[src/rtl/power_seq_pkg.sv]
// Shared types and constants for the power sequencer.
// Holds the FSM state enum and the operand/exponent widths.

package power_seq_pkg;

  localparam int DATA_W = 8;
  localparam int EXP_W  = 4;
  localparam int PROD_W = 2 * DATA_W;

  typedef enum logic [2:0] {
    S_IDLE = 3'd0,
    S_LOAD = 3'd1,
    S_MUL  = 3'd2,
    S_WAIT = 3'd3,
    S_DONE = 3'd4
  } state_e;

endpackage

[src/rtl/power_mul.sv]
// Registered 8x8->16 multiplier, one-cycle latency.
// Ports: i_clk, i_srst (sync, active-high), i_clkEn (freeze),
//        i_a, i_b operands, o_p registered product (reset 0).

module power_mul
  import power_seq_pkg::*;
(
  input  logic              i_clk,
  input  logic              i_srst,
  input  logic              i_clkEn,
  input  logic [DATA_W-1:0] i_a,
  input  logic [DATA_W-1:0] i_b,
  output logic [PROD_W-1:0] o_p
);

  logic [PROD_W-1:0] p_q;
  logic [PROD_W-1:0] p_d;

  assign p_d = PROD_W'(i_a) * PROD_W'(i_b);

  always_ff @(posedge i_clk) begin
    if (i_srst) begin
      p_q <= '0;
    end else if (i_clkEn) begin
      p_q <= p_d;
    end
  end

  assign o_p = p_q;

endmodule

[src/rtl/power_seq.sv]
// Sequential x^n mod 256 by repeated multiplication.
// Ports: i_clk, i_srst (sync, active-high, overrides i_clkEn),
//   i_clkEn freeze, i_start/i_x/i_n request, o_busy, o_done
//   pulse, o_result (held), o_overflow (POWER_SEQ_OVERFLOW_EN).

module power_seq
  import power_seq_pkg::*;
(
  input  logic              i_clk,
  input  logic              i_srst,
  input  logic              i_clkEn,
  input  logic              i_start,
  input  logic [DATA_W-1:0] i_x,
  input  logic [EXP_W-1:0]  i_n,
  output logic              o_busy,
  output logic              o_done,
`ifdef POWER_SEQ_OVERFLOW_EN
  output logic              o_overflow,
`endif
  output logic [DATA_W-1:0] o_result
);

  state_e            state_q;
  logic [DATA_W-1:0] x_q;
  logic [DATA_W-1:0] acc_q;
  logic [DATA_W-1:0] acc_d;
  logic [EXP_W-1:0]  cnt_q;
  logic [EXP_W-1:0]  cnt_d;
  logic              done_q;
  logic [DATA_W-1:0] res_q;
  logic [PROD_W-1:0] prod;

  // Product register is free-running; WAIT consumes the
  // value captured on the MUL edge.
  power_mul u_mul (
    .i_clk   (i_clk),
    .i_srst  (i_srst),
    .i_clkEn (i_clkEn),
    .i_a     (acc_q),
    .i_b     (x_q),
    .o_p     (prod)
  );

  assign acc_d = prod[DATA_W-1:0];
  assign cnt_d = cnt_q - EXP_W'(1);

  always_ff @(posedge i_clk) begin
    if (i_srst) begin
      state_q <= S_IDLE;
      x_q     <= '0;
      acc_q   <= DATA_W'(1);
      cnt_q   <= '0;
      done_q  <= 1'b0;
      res_q   <= '0;
    end else if (i_clkEn) begin
      done_q <= 1'b0;
      unique case (state_q)
        S_IDLE: begin
          if (i_start) begin
            x_q     <= i_x;
            acc_q   <= DATA_W'(1);
            cnt_q   <= i_n;
            state_q <= S_LOAD;
          end
        end
        S_LOAD: begin
          if (cnt_q == '0) begin
            state_q <= S_DONE;
            done_q  <= 1'b1;
            res_q   <= acc_q;
          end else begin
            state_q <= S_MUL;
          end
        end
        S_MUL: begin
          state_q <= S_WAIT;
        end
        S_WAIT: begin
          acc_q <= acc_d;
          cnt_q <= cnt_d;
          if (cnt_d == '0) begin
            state_q <= S_DONE;
            done_q  <= 1'b1;
            res_q   <= acc_d;
          end else begin
            state_q <= S_MUL;
          end
        end
        S_DONE: begin
          state_q <= S_IDLE;
        end
        default: begin
          state_q <= S_IDLE;
        end
      endcase
    end
  end

`ifdef POWER_SEQ_OVERFLOW_EN
  logic ovf_q;

  // Sticky across one operation, cleared when a start is taken.
  always_ff @(posedge i_clk) begin
    if (i_srst) begin
      ovf_q <= 1'b0;
    end else if (i_clkEn) begin
      if (state_q == S_IDLE && i_start) begin
        ovf_q <= 1'b0;
      end else if (state_q == S_WAIT &&
                   prod[PROD_W-1:DATA_W] != '0) begin
        ovf_q <= 1'b1;
      end
    end
  end

  assign o_overflow = ovf_q;
`else
  logic unused_prod_hi;
  assign unused_prod_hi = ^prod[PROD_W-1:DATA_W];
`endif

  assign o_busy   = (state_q != S_IDLE);
  assign o_done   = done_q;
  assign o_result = res_q;

endmodule

[config.mk]
export PLATFORM = sky130hd
export DESIGN_NAME = power_seq
export DESIGN_NICKNAME = d
export VERILOG_FILES = /design/src/rtl/power_seq_pkg.sv /design/src/rtl/power_mul.sv /design/src/rtl/power_seq.sv
export SDC_FILE = /design/constraint.sdc
export NUM_CORES = 1
export LEC_CHECK = 0
export ABC_CLOCK_PERIOD_IN_PS = 4100
export CORE_UTILIZATION = 50
export CTS_BUF_LIST = sky130_fd_sc_hd__clkbuf_2 sky130_fd_sc_hd__clkbuf_4 sky130_fd_sc_hd__clkbuf_8
export DETAILED_ROUTE_END_ITERATION = 10
export GPL_ROUTABILITY_DRIVEN = 0
export PLACE_DENSITY = 0.7
export SLEW_MARGIN = 20
export SYNTH_ARGS = -nofsm -noshare
export SYNTH_HDL_FRONTEND = slang
export SYNTH_HIERARCHICAL = 1
export SYNTH_SLANG_ARGS = --single-unit
[constraint.sdc]
create_clock -name i_clk -period 4.1 [get_ports i_clk]
set_input_delay 0.82 -clock i_clk [delete_from_list [all_inputs] [get_ports i_clk]]
set_output_delay 0.82 -clock i_clk [all_outputs]
set_load 0.01 [all_outputs]
==> out/metrics.csv <==
stage,metric,value,unit
final_layout,layout-drive-gt1-share,0.0640,
cts,ctsHoldBuffers,0,
floorplanning,boundaryPins,26,
global_routing,grt_max_degree,50,
detailed_routing,drtPass1Iterations,4,
setup_path,path_class,reg2reg,
setup_path,worstPathRequired,4270,ps
detailed_routing,ant_nets,0,
cts,cts_max_level,2,
run,maxCapViolCount,0,
logic_synthesis,synthesis.nets,376,
logic_synthesis,synth.avg_cell_area,8.70,sq um
cts,cts_inserted_buffers,5,
logic_synthesis,synthCells,323,
detailed_routing,wire_per_inst,14.5,um
global_routing,antenna_found_initial,0,
cts,cts_tree,yes,
timing,setup_viol,0,
floorplanning,start_util,0.533,
floorplanning,core_area,0.00527,sq mm
pwr,cellPowerDensity,253,mW/mm^2
cts,cts_resized,0,
final_layout,nNetsFinal,396,
timing,drv_slew,0,
placement,numPortBuffers,25,
final_layout,multi_input_area,0.00180,sq mm
timing,period_needed,3710,ps
detailed_routing,via_per_inst,5.29,
floorplanning,dieArea,0.00593,sq mm
detailed_routing,drc,0,
setup_path,endpoint_kind,register,
setup_path,worstSetupStartpointType,register,
timing,final.setup.tns,0,ps
global_routing,overflow,0,
setup_path,reg2reg_slack,390,ps
setup_path,worstPathArrival,3870,ps
timing,tightest_slew,645,ps
cts,clk_path_buf_depth,2,
placement,hpwl,4300,um
floorplanning,rows,26,
hold_path,min_path_type,reg2reg,
final_layout,area_delta_synth_final,13.4,%
detailed_routing,routed_wirelength,5990,um
timing,hold_viol_final,0,
cts,post_cts_buffers,0,
cts,insertion_delay,290,ps
detailed_routing,drtIter0Drc,78,
timing,fin_crit_sh,0.904,
logic_synthesis,synthesis.area,0.00281,sq mm
timing,clock_skew,9.43,ps
global_routing,grt_pass1_vias,2134,
detailed_routing,met1_length,2870,um
timing,slew_headroom,0.569,
pwr,leakage,0.00141,uW
global_routing,grt_first_pass_wirelength,10200,um
pwr,power,808,uW
final_layout,nFillCells,505,
global_routing,grt_usage,0.223,
pwr,irDropWorstVdd,163,uV
cts,clk_pin_slew_worst_paths,90,ps
final_layout,diodes,0,
final_layout,regArea,801,sq um
cts,clockRootBuffer,clkbuf_8,
detailed_routing,route.vias.total,2189,
cts,cts_sinks,40,
detailed_routing,dr_wl_met3,210,um
detailed_routing,top_layer,met4,
setup_path,crit_fanout,10,
floorplanning,die_x,77.0,um
timing,rsz0062_at_grt,false,
logic_synthesis,synth-warning-count,6,
detailed_routing,wl_met2,2780,um
floorplanning,die_h,77.0,um
run_status,outcome,finished clean,
timing,fmax,270,MHz
==> per-stage QoR <==
step / instance area [sq um] / hold slack (ps) / utilization / cells / setup WS (ps)
2_1_floorplan: 2810 / 454 / - / 323 / 649
6_report: 3190 / 464 / 0.605 / 414 / 392
3_3_place_gp: 3090 / 447 / 0.586 / 406 / 529
3_5_place_dp: 3090 / 450 / 0.586 / 406 / 399
5_1_grt: 3190 / 485 / 0.605 / 414 / 176
4_1_cts: 3190 / 465 / 0.605 / 414 / 391
==> where the power goes <==
group	internal (uW)	switching [uW]	leakage [uW]
clock	144	145	0.0000479
sequential	400	17.1	0.000324
combinational	49.6	53.2	0.00104
==> critical path, stage by stage (launching register included) <==
cell and delay (ps):
dfxtp_1 480, nand2_1 140, fa_1 530, fa_1 550
inv_1 50, fa_1 530, inv_1 60, fa_1 540
inv_1 40, ha_1 290, nor3_1 180, nand3b_1 130
a21oi_1 70
==> layer usage <==
metal,up-vias,global-route usage
li1,1087,-
met1,1045,0.289
met2,46,0.372
met3,11,0.0393
met4,0,0.0811
met5,-,0
==> sequential cells by signal, summed over array words and instances, names as in the netlist <==
signal,count
cnt_q,4
u_mul/o_p,8
o_done,1
acc_q,8
x_q,8
o_result,8
state_q,3
==> layout make-up <==
type                            count  share of cell area
Sequential cell                    40               0.251
Clock buffer                        7              0.0283
Multi-Input combinational cell    233               0.565
Clock inverter                      1             0.00236
Timing Repair Buffer               27              0.0832
Inverter                           36              0.0424
Tap cell                           70              0.0275
==> worst paths after layout <==
path | start | cells after the start | end
setup reg to reg | acc_q[0] | 12 | u_mul/o_p[7]
hold / removal | o_done | 2 | o_done
hold reg to reg | o_done | 2 | o_done
setup / recovery | acc_q[0] | 12 | u_mul/o_p[7]
==> layout by cell type (no fill, tap or decap), types with 4 or more instances in the layout <==
cell type,count
dfxtp_1,40
inv_1,35
nand2_1,32
nor2_1,31
and2_1,30
clkdlybuf4s50_1,25
a21oi_1,19
ha_1,19
fa_1,18
nor2b_1,11
mux2i_1,11
mux2_4,8
a22oi_1,7
o21ai_0,7
clkbuf_8,6
nor3_1,5
nand3_1,5
a211oi_1,4
(Power assumes the default switching activity.)
